[config.mk]
export PLATFORM = sky130hd
export DESIGN_NAME = cross_bar_slave_ctrl
export DESIGN_NICKNAME = d
export VERILOG_FILES = /design/src/rtl/cross_bar_slave_ctrl.sv
export SDC_FILE = /design/constraint.sdc
export NUM_CORES = 1
export LEC_CHECK = 0
export ABC_AREA = 1
export BUFFER_PORTS_ARGS = -buffer_cell sky130_fd_sc_hd__buf_2
export CAP_MARGIN = 20
export CORE_AREA = 4 4 157 159
export DETAILED_ROUTE_END_ITERATION = 10
export DIE_AREA = 0 0 161 163
export PLACE_DENSITY = 0.53
export SLEW_MARGIN = 30
export SYNTH_ARGS = -nofsm -noshare
export SYNTH_HDL_FRONTEND = slang
export SYNTH_SLANG_ARGS = --single-unit
[constraint.sdc]
create_clock -name clk -period 4.2 [get_ports clk]
set_input_delay 0.84 -clock clk [delete_from_list [all_inputs] [get_ports clk]]
set_output_delay 0.84 -clock clk [all_outputs]
set_load 0.03 [all_outputs]
[src/rtl/cross_bar_slave_ctrl.sv]
// cross_bar_slave_ctrl
// Per-slave transaction controller for the crossbar. Arbitrates round-robin
// among MASTER_N masters targeting one slave port, forwards one transaction at
// a time, and routes acknowledge / response / read data back to the owner.
// A response watchdog returns an error response if the slave stays silent.
//
// Ports:
//   clk, reset          clock, synchronous active-high reset
//   m_req, m_cmd        per-master request and command (1 = write, 0 = read)
//   m_addr, m_wdata     per-master address / write data, master i at [i*W +: W]
//   m_ack, m_resp       one-hot acknowledge / read-response pulses
//   m_err               qualifies m_resp, 1 = timeout error
//   m_rdata             shared read data, valid with m_resp
//   s_req .. s_wdata    request to the slave
//   s_ack, s_resp       slave accept / read response pulse
//   s_rdata             slave read data, valid with s_resp
//   grant_id            index of the current owner
//   busy                high whenever the controller is not IDLE
module cross_bar_slave_ctrl #(
    parameter int MASTER_N = 4,
    parameter int AW       = 32,
    parameter int DW       = 32,
    parameter int TIMEOUT  = 16
) (
    input  logic                        clk,
    input  logic                        reset,
    input  logic [MASTER_N-1:0]         m_req,
    input  logic [MASTER_N-1:0]         m_cmd,
    input  logic [MASTER_N*AW-1:0]      m_addr,
    input  logic [MASTER_N*DW-1:0]      m_wdata,
    output logic [MASTER_N-1:0]         m_ack,
    output logic [MASTER_N-1:0]         m_resp,
    output logic                        m_err,
    output logic [DW-1:0]               m_rdata,
    output logic                        s_req,
    output logic                        s_cmd,
    output logic [AW-1:0]               s_addr,
    output logic [DW-1:0]               s_wdata,
    input  logic                        s_ack,
    input  logic                        s_resp,
    input  logic [DW-1:0]               s_rdata,
    output logic [$clog2(MASTER_N)-1:0] grant_id,
    output logic                        busy
);

    localparam int IDW = $clog2(MASTER_N);
    localparam logic [7:0] CNT_LAST = 8'(TIMEOUT - 1);

    typedef enum logic [1:0] {
        IDLE,
        REQ,
        WAIT_RESP
    } state_t;

    state_t         state, state_next;
    logic [IDW-1:0] ptr;
    logic [IDW-1:0] win;
    logic           found;
    logic [IDW:0]   cand;
    logic [7:0]     cnt;

    // Round-robin pick: scan from ptr upward, wrapping at MASTER_N. One extra
    // bit in cand keeps the sum from overflowing before the wrap compare.
    always_comb begin
        win   = '0;
        found = 1'b0;
        cand  = '0;
        for (int i = 0; i < MASTER_N; i++) begin
            cand = {1'b0, ptr} + (IDW+1)'(i);
            if (cand >= (IDW+1)'(MASTER_N)) begin
                cand = cand - (IDW+1)'(MASTER_N);
            end
            if (!found && m_req[cand[IDW-1:0]]) begin
                found = 1'b1;
                win   = cand[IDW-1:0];
            end
        end
    end

    // Next state and the combinational return path to the owning master.
    always_comb begin
        state_next = state;
        m_ack      = '0;
        m_resp     = '0;
        m_err      = 1'b0;
        m_rdata    = '0;
        case (state)
            IDLE: begin
                if (found) begin
                    state_next = REQ;
                end
            end
            REQ: begin
                // s_resp here is a protocol error and deliberately ignored.
                if (s_ack) begin
                    m_ack[grant_id] = 1'b1;
                    state_next      = s_cmd ? IDLE : WAIT_RESP;
                end
            end
            WAIT_RESP: begin
                if (s_resp) begin
                    m_resp[grant_id] = 1'b1;
                    m_rdata          = s_rdata;
                    state_next       = IDLE;
                end else if (cnt == CNT_LAST) begin
                    // Watchdog expiry: error response so the port never locks.
                    m_resp[grant_id] = 1'b1;
                    m_err            = 1'b1;
                    m_rdata          = '1;
                    state_next       = IDLE;
                end
            end
            default: begin
                state_next = IDLE;
            end
        endcase
    end

    always_ff @(posedge clk) begin
        if (reset) begin
            state    <= IDLE;
            ptr      <= '0;
            grant_id <= '0;
            cnt      <= '0;
            s_cmd    <= 1'b0;
            s_addr   <= '0;
            s_wdata  <= '0;
        end else begin
            state <= state_next;
            case (state)
                IDLE: begin
                    // The owner's fields are captured once; they are not
                    // re-sampled for the rest of the transaction.
                    if (found) begin
                        grant_id <= win;
                        s_cmd    <= m_cmd[win];
                        s_addr   <= m_addr[int'(win)*AW +: AW];
                        s_wdata  <= m_wdata[int'(win)*DW +: DW];
                        ptr      <= (win == IDW'(MASTER_N - 1)) ? '0 : win + IDW'(1);
                    end
                end
                REQ: begin
                    // Holding the counter at zero here means WAIT_RESP always
                    // starts its count from a clean value.
                    cnt <= '0;
                end
                WAIT_RESP: begin
                    cnt <= cnt + 8'd1;
                end
                default: begin
                end
            endcase
        end
    end

    assign s_req = (state == REQ);
    assign busy  = (state != IDLE);

endmodule

; Word level (Yosys, flattened, before mapping)
; Cells that the tools add are included.
[totals]
ff_bits = 79
in_bits = 300
word_cells = 91
[op_classes]
magnitude_cmp = 11
reduce_logical = 12
shift = 2
n_addsub = 9
n_eq_ne = 7
mux = 43
[ops]
columns = cell, n
row1 = $shiftx A128 B8 Y32, 2
row2 = $mux W32, 3
row3 = $mux W2, 14
row4 = $mux W4, 5
row5 = $lt A2 B3 Y1 const B, 6
row6 = $pmux W8 S2, 1
row7 = $mux W1, 13
row8 = $bmux W1 S2, 5
row9 = $ge A3 B3 Y1 const B, 3
row10 = $add A8 B1 Y8 const B, 1
row11 = $eq A8 B4 Y1 const B, 1
row12 = $sub A2 B1 Y2 const B, 4
row13 = $add A2 B2 Y3 const B, 2
row14 = $pmux W2 S3, 1
row15 = $eq A2 B2 Y1 const B, 2
row16 = $logic_and A1 B1 Y1, 4
row17 = $reduce_bool A2 Y1, 2
row18 = $add A2 B1 Y3 const B, 1
row19 = $ge A2 B3 Y1 const B, 1
row20 = $logic_not A1 Y1, 3
row21 = $ne A3 B3 Y1 const B, 1
row22 = $reduce_and A3 Y1, 1
row23 = $add A2 B1 Y2 const B, 1
row24 = $demux W1 S2, 1
row25 = 6 further kinds, 6

; Logic depth before layout (Yosys ltp)
; Gate-level depths: netlist of run 1.
[depth]
word_depth = 16
depth_mapped = 16

; Least setup slack after synthesis of run 1
; No wires, ideal clock.
[synth_path]
path_kind = input to output
from = input port s_resp
to = output port m_rdata[10]
path_buffers = 1
slack_ps = 1592
t_arrival_ps = 1768
stages = 5
required_ps = 3360
cell_sequence = inv_1 > nand2_1 > nand2_1 > clkbuf_1 > nor2_1
[synth_via]
elab_chain_len = 2
[synth_rtl]
columns = element, line_no
row1 = "start, declared", 40  ; input logic s_resp,
row2 = $mux W32, 101  ; if (s_resp) begin
row3 = $mux W32, 87  ; case (state)
row4 = "end, declared", 34  ; output logic [DW-1:0] m_rdata,
; No other way between the ends.

; Worst setup path after layout of run 1
[layout_path]
from = register ptr[0]
to = register s_addr[15]
[layout_via]
elab_chain_len = 15
elab_cells_between_ends = 39
[layout_rtl]
columns = element, line_no
row1 = "start, declared", 56  ; logic [IDW-1:0] ptr;
row2 = "start signal, assigned", 139  ; ptr <= (win == IDW'(MASTER_N - 1)) ? '0 : win + IDW'(1);
row3 = "parallel branches: the longest is 15 deep, another holds $add A2 B1 Y3", -
row4 = "end signal, assigned", 137  ; s_addr <= m_addr[int'(win)*AW +: AW];
row5 = "end, declared", 37  ; output logic [AW-1:0] s_addr,
; Several ways; the timed one is not identified. The select of a mux whose other input is x is not followed.
; A chain may end at the register's enable or synchronous reset.

==> results of run 1 <==
==> tightest hold or removal path: stages (launching register included) <==
cell	delay, ps
dfxtp_1	330
inv_1	70
a21oi_1	50
==> path summary, 6_finish.rpt <==
check                     to   start  slack (ps)  cells past startpoint
setup reg to reg  s_addr[15]  ptr[0]         950                     14
setup / recovery  s_addr[15]  ptr[0]         950                     14
hold / removal        cnt[6]  cnt[6]         500                      2
hold reg to reg       cnt[6]  cnt[6]         500                      2
==> Yosys cell counts <==
cell,count,share of area [%]
o21ai_0,5,0.39
nand3_4,1,0.28
nor2_1,251,15
xor2_1,1,0.14
nor4_1,1,0.099
buf_1,4,0.24
clkbuf_1,22,1.3
dfxtp_1,79,25
nor2_4,2,0.35
inv_2,5,0.30
buf_2,34,2.7
a211oi_1,1,0.12
a31oi_1,1,0.099
nand3_2,1,0.16
inv_1,151,8.9
o21ai_1,1,0.079
nand2_2,4,0.39
nand2_4,1,0.18
nor3b_1,3,0.35
a21oi_1,13,1.0
nor3_1,5,0.39
buf_4,18,2.1
nand3_1,121,9.5
nand2_1,395,23
ha_1,5,0.99
nand4_1,68,6.7
==> stage by stage <==
step / instances / util [%] / worst slack [ps] / hold slack, ps
floorplan: 1193 / - / 1590 / 455
global placement: 1854 / 36.5 / 806 / 482
detailed placement: 1854 / 36.5 / 743 / 492
CTS: 1869 / 37.8 / 924 / 502
global route: 1869 / 37.8 / 641 / 554
finish: 1869 / 37.8 / 953 / 495
==> cell families (layout without fill, tap and decap cells) <==
kind of cell	count (synthesis)	after routing	share of synthesized area, %
compound gates	21	21	1.72
xor+xnor	1	1	0.138
fa+ha+maj	5	5	0.986
buf+inv	234	591	15.6
flops	79	79	24.9
simple gates	853	853	56.7
==> area by class of cell <==
class	instances	area (sq um)
Timing Repair Buffer	420	2130
Clock buffer	11	243
Sequential cell	79	1580
Inverter	156	588
Multi-Input combinational cell	880	3790
Tap cell	319	399
Clock inverter	4	70.1
Fill cell	2731	14500
==> routing by layer <==
metal	vias up	track usage, %	wire (um)	share of wire, %
li1	4365	-	-	-
met3	20	3.77	1800	6.9
met5	-	0	11	0.042
met2	304	33.7	13200	50
met1	3670	22.7	10900	41
met4	2	5.16	417	1.6
==> placed cells by master (no fill, tap or decap), types with 3 or more instances in the layout <==
master / synthesis / layout
a21oi_1: 13 / 13
buf_2: 34 / 409
buf_4: 18 / 11
clkbuf_16: 0 / 9
dfxtp_1: 79 / 79
ha_1: 5 / 5
inv_1: 151 / 151
inv_2: 5 / 4
nand2_1: 395 / 394
nand2_2: 4 / 5
nand3_1: 121 / 120
nand4_1: 68 / 68
nor2_1: 251 / 251
nor3_1: 5 / 5
nor3b_1: 3 / 3
o21ai_0: 5 / 5
==> flip-flops by register name (all words and copies together) (netlist names) <==
signal	cells
cnt	8
grant_id	2
ptr	2
s_addr	32
s_cmd	1
s_wdata	32
state	2
==> power groups by stage <==
stage          Clock (W)  Combinational (W)  Sequential, W
2_1_floorplan          0            0.00360        0.00164
6_report        0.000848            0.00522        0.00119
4_1_cts         0.000879            0.00529        0.00119
3_5_place_dp           0            0.00527        0.00120
3_3_place_gp           0            0.00527        0.00119
5_1_grt         0.000911            0.00591        0.00122
==> flow_summary.json, run 1 <==
{
  "drt_pass1_iterations": 4,
  "path_cells": "inv_2 -> nand2_1 -> nand2_2 -> nand2_1 -> nand2_1 -> nor2_4 -> nand3_1 -> nand3_1 -> nand2_2 -> inv_1 -> nand3_1 -> nand3_1 -> nand2_1 -> inv_1",
  "maxCapViolCount": 0,
  "core_sq_um": 23300,
  "outcome": "complete, no violations",
  "diodes": 0,
  "first_global_vias": 7667,
  "period_share_pct": 77.3,
  "wire_per_inst_um": 14.1,
  "syn_to_final_growth_pct": 38.7,
  "crit_slowest_cell": "inv_1",
  "p_clk_share_pct": 11.7,
  "p_per_area_nw_per_um2": 824,
  "hp-class": "register to register",
  "syn_inst": 1193,
  "path_clk_slew_ps": 60,
  "ys_seq_elements": 79,
  "post-dp-hpwl_mm": 20.2,
  "clock_latency_ps": 340,
  "p_sw_share_pct": 57.7,
  "netlist_area_sq_um": 6350,
  "combPwrFrac_pct": 72.0,
  "cts_inserted_buffers": 9,
  "grt_overflow": 0,
  "tightestPinTransition_ps": 978,
  "crit_fanout": 27,
  "grt_pass1_wl_mm": 40.0,
  "final.min_clock_period_ps": 3250,
  "finalPower_w": 0.00725,
  "power_switching_w": 0.00418,
  "grt_use_total_pct": 18.7,
  "final_area_sq_um": 8800,
  "die_h_um": 163,
  "cts_max_level": 3,
  "initial_utilization_pct": 27.3,
  "via_count": 8361,
  "cp.arrival_ps": 3530,
  "cts_resized": 0,
  "post_cts_buffers": 0,
  "yosysUniqueCellTypes": 26,
  "setup_tns_ps": 0,
  "postCtsHoldBufs": 0,
  "antenna_found_initial": 1,
  "crit_family": "simple AND/OR/NAND/NOR gates",
  "first_iter_violations": 421,
  "p_seq_share_pct": 16.4,
  "p_int_w": 0.00307,
  "die_w_um": 161,
  "fmax_mhz": 308,
  "cts_max_path_buffers": 2,
  "rows": 56,
  "cp-end-kind": "register",
  "rsz0062_at_grt": "false",
  "ctsRootBufferMaster": "clkbuf_16",
  "maxSlewViolCount": 0,
  "cts.sinks": 79,
  "ios": 410,
  "crit_buf_inv": 3,
  "crit_type": "register to register",
  "io_buffers": 409,
  "start_kind": "register",
  "syn_nets": 1498,
  "drc": 0,
  "dieArea_sq_um": 26200,
  "hold_viol_final": 0,
  "ant_nets": 0,
  "drive_gt1_share_pct": 29.0,
  "slowest_delay_ps": 880,
  "gp_congestion": 0.840,
  "post_drt_via_cell_ratio": 4.47,
  "grt_max_degree": 91,
  "cts_tree": "built",
  "wl_mm": 26.3,
  "max-vdd-ir-drop_mv": 0.540,
  "nNetsFinal": 1851,
  "max_slew_margin_pct": 34.7,
  "p_leak_nw": 5.47,
  "clock_skew_ps": 7.84,
  "yosysSeqAreaShare_pct": 24.9,
  "place_area_sq_um": 8490,
  "crit_required_ps": 4490,
  "setup_viol": 0,
  "avgSynthCellArea_sq_um": 5.32,
  "yosysWarningCount": 0
}
No activity file was read; power rests on OpenSTA's default activity.
==> run 2, diff against run 1 <==
--- a/config.mk
+++ b/config.mk
@@ -8,10 +8,10 @@
 export ABC_AREA = 1
 export BUFFER_PORTS_ARGS = -buffer_cell sky130_fd_sc_hd__buf_2
 export CAP_MARGIN = 20
-export CORE_AREA = 4 4 157 159
+export CORE_AREA = 4 4 158 160
 export DETAILED_ROUTE_END_ITERATION = 10
-export DIE_AREA = 0 0 161 163
-export PLACE_DENSITY = 0.53
+export DIE_AREA = 0 0 162 164
+export PLACE_DENSITY = 0.54
 export SLEW_MARGIN = 30
 export SYNTH_ARGS = -nofsm -noshare
 export SYNTH_HDL_FRONTEND = slang
==> constraint.sdc (replaced) <==
create_clock -name clk -period 2.65 [get_ports clk]
set_input_delay 0.53 -clock clk [delete_from_list [all_inputs] [get_ports clk]]
set_output_delay 0.53 -clock clk [all_outputs]
set_load 0.03 [all_outputs]
==> run 2 against run 1 <==
Global-route usage is 0.44 points lower; die area increased by 1.2%; clock skew rose by 0.79 ps; via count increased by 1.5%; utilization increased by 0.29 points; clock power is 52% higher; cell area grew 1.4%; largest cell class unchanged; non-clock buffer count increased by 11; power increased by 62%; combinational power is 64% higher; final cell count up 0.75%; critical path type is now register to output port; count of clock-buffer cells in the layout did not move.
==> flow_summary.json, run 2 (synthesized netlist as in run 1, its figures left out) <==
{
  "gp_congestion": 0.844,
  "drt_pass1_iterations": 5,
  "fin_cells": 1883,
  "die_h_um": 164,
  "cts_max_path_buffers": 2,
  "wire_per_inst_um": 14.0,
  "crit_family": "simple AND/OR/NAND/NOR gates",
  "die_w_um": 162,
  "dp.cells": 1865,
  "cts_tree": "built",
  "grt_use_total_pct": 18.3,
  "post_drt_via_cell_ratio": 4.51,
  "clock_latency_ps": 340,
  "antenna_found_initial": 2,
  "clock_skew_ps": 8.64,
  "drive_gt1_share_pct": 29.6,
  "grt_overflow": 0,
  "outcome": "complete, no violations",
  "cts_resized": 0,
  "crit_fanout": 36,
  "crit_slowest_cell": "dfxtp_1",
  "ctsRootBufferMaster": "clkbuf_16",
  "fmax_mhz": 429,
  "rows": 56,
  "p_per_area_nw_per_um2": 1310,
  "wl_mm": 26.4,
  "io_buffers": 409,
  "max_slew_margin_pct": 62.9,
  "nNetsFinal": 1862,
  "crit_buf_inv": 2,
  "first_iter_violations": 362,
  "grt_pass1_wl_mm": 39.6,
  "postCtsHoldBufs": 0,
  "path_cells": "nand2_1 -> nor3_1 -> nand3_1 -> nand2_1 -> nand2_1 -> buf_4 -> nor2_1 -> buf_2",
  "ant_nets": 0,
  "post-dp-hpwl_mm": 20.4,
  "max-vdd-ir-drop_mv": 0.810,
  "p_leak_nw": 5.53,
  "setup_viol": 0,
  "cp.arrival_ps": 1800,
  "crit_type": "register to output port",
  "syn_to_final_growth_pct": 40.6,
  "first_global_vias": 7875,
  "via_count": 8484,
  "cts_inserted_buffers": 9,
  "post_cts_buffers": 0,
  "cts.sinks": 79,
  "reg_top3": "s_addr (32), s_wdata (32), cnt (8)",
  "grt_max_degree": 111,
  "core_sq_um": 23400,
  "crit_required_ps": 2120,
  "maxSlewViolCount": 0,
  "start_kind": "register",
  "initial_utilization_pct": 27.1,
  "hold_viol_final": 0,
  "cp-end-kind": "output port",
  "ios": 410,
  "dieArea_sq_um": 26600,
  "tightestPinTransition_ps": 551,
  "setup_tns_ps": 0,
  "worst_path_most_repeated_cell": "nand2_1",
  "maxCapViolCount": 0,
  "path_clk_slew_ps": 70,
  "period_share_pct": 88.0,
  "drc": 0,
  "final.min_clock_period_ps": 2330,
  "num-fill-cells": 2708,
  "hp-class": "input port to register",
  "mostFrequentLayoutCell": "buf_2",
  "cts_max_level": 3,
  "slowest_delay_ps": 390,
  "mostFrequentLayoutCells": "buf_2, nand2_1, nor2_1",
  "rsz0062_at_grt": "false",
  "hold_slack_ps": 497
}
run 2: cell count changes in the layout (fill, tap and decap cells not counted), sizes merged:
| cell | previous run | this run |
|---|---|---|
| diode | 0 | 2 |
| bufinv | 2 | 1 |
| clkinvlp | 0 | 1 |
| buf | 420 | 431 |
| inv | 156 | 157 |
run 2: tightest hold or removal path, delay by kind of cell:
family | cells | cell delay [ps]
buf+inv | 1 | 70
simple gates | 4 | 200
run 2: metrics by stage:
stage	util, %	instance area [sq um]	setup slack [ps]	total power [W]
3_5_place_dp	36.8	8620	311	0.0106
2_1_floorplan	-	6350	630	0.00831
5_1_grt	38.1	8920	154	0.0129
6_report	38.1	8920	319	0.0117
3_3_place_gp	36.8	8620	297	0.0105
4_1_cts	38.1	8920	289	0.0119
run 2: layout make-up:
class	instances	area (sq um)	area share, %
diodes	2	5.00	0.0561
clock buffers	11	243	2.72
clock inverters	5	56.3	0.631
inverters	156	586	6.56
multi-input cells	880	3790	42.5
flip-flops and latches	79	1580	17.7
well taps	319	399	4.47
repair buffers	431	2260	25.4
run 2: path summary, 6_finish.rpt:
kind / from / endpoint / slack, ps / depth (start not counted)
worst max-delay path: cnt[3] / m_rdata[22] / 320 / 8
worst min-delay path: m_addr[42] / s_addr[10] / 500 / 5
worst max register to register: ptr[1] / s_cmd / 460 / 13
worst min register to register: cnt[6] / cnt[6] / 500 / 2
run 2: layer usage:
layer / wire (um) / track usage, % / share of wire (%) / vias to the layer above
met5: 0 / 0 / 0 / -
met3: 1910 / 3.71 / 7.3 / 44
met1: 10700 / 21.5 / 41 / 3739
li1: - / - / - / 4393
met4: 878 / 7.80 / 3.3 / 0
met2: 12900 / 32.4 / 49 / 308
run 2: where the power goes:
part           switching [W]  leakage [nW]  internal, W  total [W]
logic                0.00595          4.73      0.00261    0.00856
registers           0.000224         0.655      0.00164    0.00187
clock network       0.000531         0.146     0.000757    0.00129
total                0.00670          5.53      0.00501     0.0117
==> run 3, diff against run 2 <==
==> constraint.sdc (replaced) <==
create_clock -name clk -period 2.65 [get_ports clk]
set_input_delay 0.265 -clock clk [delete_from_list [all_inputs] [get_ports clk]]
set_output_delay 0.265 -clock clk [all_outputs]
set_load 0.03 [all_outputs]
==> run 3 against run 2 <==
Cell area is 0.48% lower; largest power group unchanged; register-to-register slack worse by 190 ps; sequential power is essentially flat; largest cell class unchanged.
==> flow_summary.json, run 3 (synthesized netlist as in run 1, its figures left out) <==
{
  "outcome": "complete, no violations",
  "min_path_cells": 5,
  "maxSlewViolCount": 0,
  "period_share_pct": 89.7,
  "io_buffers": 409,
  "max_slew_margin_pct": 49.6,
  "crit_required_ps": 2930,
  "ff2ff_path_depth": 13,
  "crit_cells": 13,
  "crit_family": "simple AND/OR/NAND/NOR gates",
  "hold_viol_final": 0,
  "post_drt_via_cell_ratio": 4.46,
  "start_kind": "register",
  "mostFrequentLayoutCells": "buf_2, nand2_1, nor2_1",
  "drt_pass1_iterations": 5,
  "dieArea_sq_um": 26600,
  "cp-end-kind": "register",
  "path_cells": "inv_2 -> nand2_1 -> nand2_2 -> nand2_1 -> inv_1 -> nor2_1 -> nand3_4 -> nand3_4 -> buf_16 -> nand2_1 -> nand2_1 -> nor2_1 -> nor2_1",
  "ios": 410,
  "antenna_found_initial": 2,
  "postCtsHoldBufs": 0,
  "maxCapViolCount": 0,
  "initial_utilization_pct": 27.1,
  "fmax_mhz": 420,
  "hold_slack_ps": 239,
  "crit_slowest_cell": "dfxtp_2",
  "first_iter_violations": 478,
  "grt_max_degree": 133,
  "setup_viol": 0,
  "wire_per_inst_um": 14.1,
  "crit_type": "register to register",
  "crit_fanout": 132,
  "mostFrequentLayoutCell": "buf_2",
  "grt_overflow": 0,
  "grt_pass1_wl_mm": 39.8,
  "path_clk_slew_ps": 70,
  "cts_tree": "built",
  "syn_to_final_growth_pct": 39.9,
  "p_per_area_nw_per_um2": 1310,
  "post-dp-hpwl_mm": 20.0,
  "grt_use_total_pct": 18.5,
  "drive_gt1_share_pct": 29.4,
  "max-vdd-ir-drop_mv": 1.19,
  "setup_tns_ps": 0,
  "wl_mm": 26.4,
  "ant_nets": 0,
  "final.min_clock_period_ps": 2380,
  "die_h_um": 164,
  "rows": 56,
  "cts.sinks": 79,
  "cts_inserted_buffers": 9,
  "ctsRootBufferMaster": "clkbuf_16",
  "drc": 0,
  "tightestPinTransition_ps": 756,
  "core_sq_um": 23400,
  "cp.arrival_ps": 2660,
  "p_leak_nw": 5.49,
  "cts_max_level": 3,
  "nNetsFinal": 1858,
  "crit_buf_inv": 3,
  "via_count": 8381,
  "hp-class": "input port to register",
  "clock_skew_ps": 12.1,
  "gp_congestion": 0.866,
  "rsz0062_at_grt": "false",
  "clock_latency_ps": 350,
  "reg_top3": "s_addr (32), s_wdata (32), cnt (8)",
  "cts_max_path_buffers": 2,
  "slowest_delay_ps": 440,
  "first_global_vias": 7692,
  "die_w_um": 162,
  "worst_path_most_repeated_cell": "nand2_1"
}
-- run 3: cell types whose count changed in the layout (fill, tap and decap cells not counted), sizes merged --
cell      previous run  this run
bufinv               1         0
buf                431       427
clkinvlp             1         3
inv                157       156
clkinv               2         1
clkbuf              11        12
-- run 3: power breakdown --
group | leakage, nW | internal, W | total [W] | switching, W
combinational | 4.71 | 0.00260 | 0.00855 | 0.00595
clock | 0.125 | 0.000663 | 0.00119 | 0.000523
sequential | 0.655 | 0.00164 | 0.00188 | 0.000233
-- run 3: layout make-up --
| class | instances | area (sq um) |
|---|---|---|
| Clock inverter | 4 | 31.3 |
| Antenna cell | 2 | 5.00 |
| Fill cell | 2728 | 14500 |
| Inverter | 156 | 586 |
| Multi-Input combinational cell | 880 | 3790 |
| Timing Repair Buffer | 427 | 2240 |
| Clock buffer | 12 | 246 |
| Tap cell | 319 | 399 |
| Sequential cell | 79 | 1580 |
-- run 3: path summary, 6_finish.rpt --
check,startpoint,end,slack [ps]
max,ptr[0],s_addr[16],270
min,m_wdata[55],s_wdata[23],240
max reg2reg,ptr[0],s_addr[16],270
min reg2reg,cnt[3],cnt[3],500
-- run 3: routing by layer --
layer  GRT usage [%]  vias to the layer above  part of all wire [%]
met5               0                        -                     0
met4            5.73                        0                   2.2
met3            4.14                       35                   7.2
met2            32.6                      330                    49
met1            22.4                     3632                    42
li1                -                     4384                     -
-- run 3: repair_timing --
action	in CTS	in global routing
buffers inserted	0	0
resized for setup	0	2
setup endpoints to repair	0	68
-- run 3: stage by stage --
step                area (sq um)  std cells  total power, W  setup WS (ps)  util, %
CTS                         8870       1877          0.0118            154     37.9
global placement            8590       1861          0.0105            230     36.7
floorplan                   6350       1193         0.00831            856        -
detailed placement          8590       1861          0.0105            182     36.7
finish                      8880       1879          0.0116            272     37.9
global route                8880       1879          0.0128           69.5     37.9
-- run 3: worst min-delay path, stage by stage --
cell,delay (ps)
buf_2,80
nand2_1,40
nand2_1,50
nor2_1,30
nor2_1,80
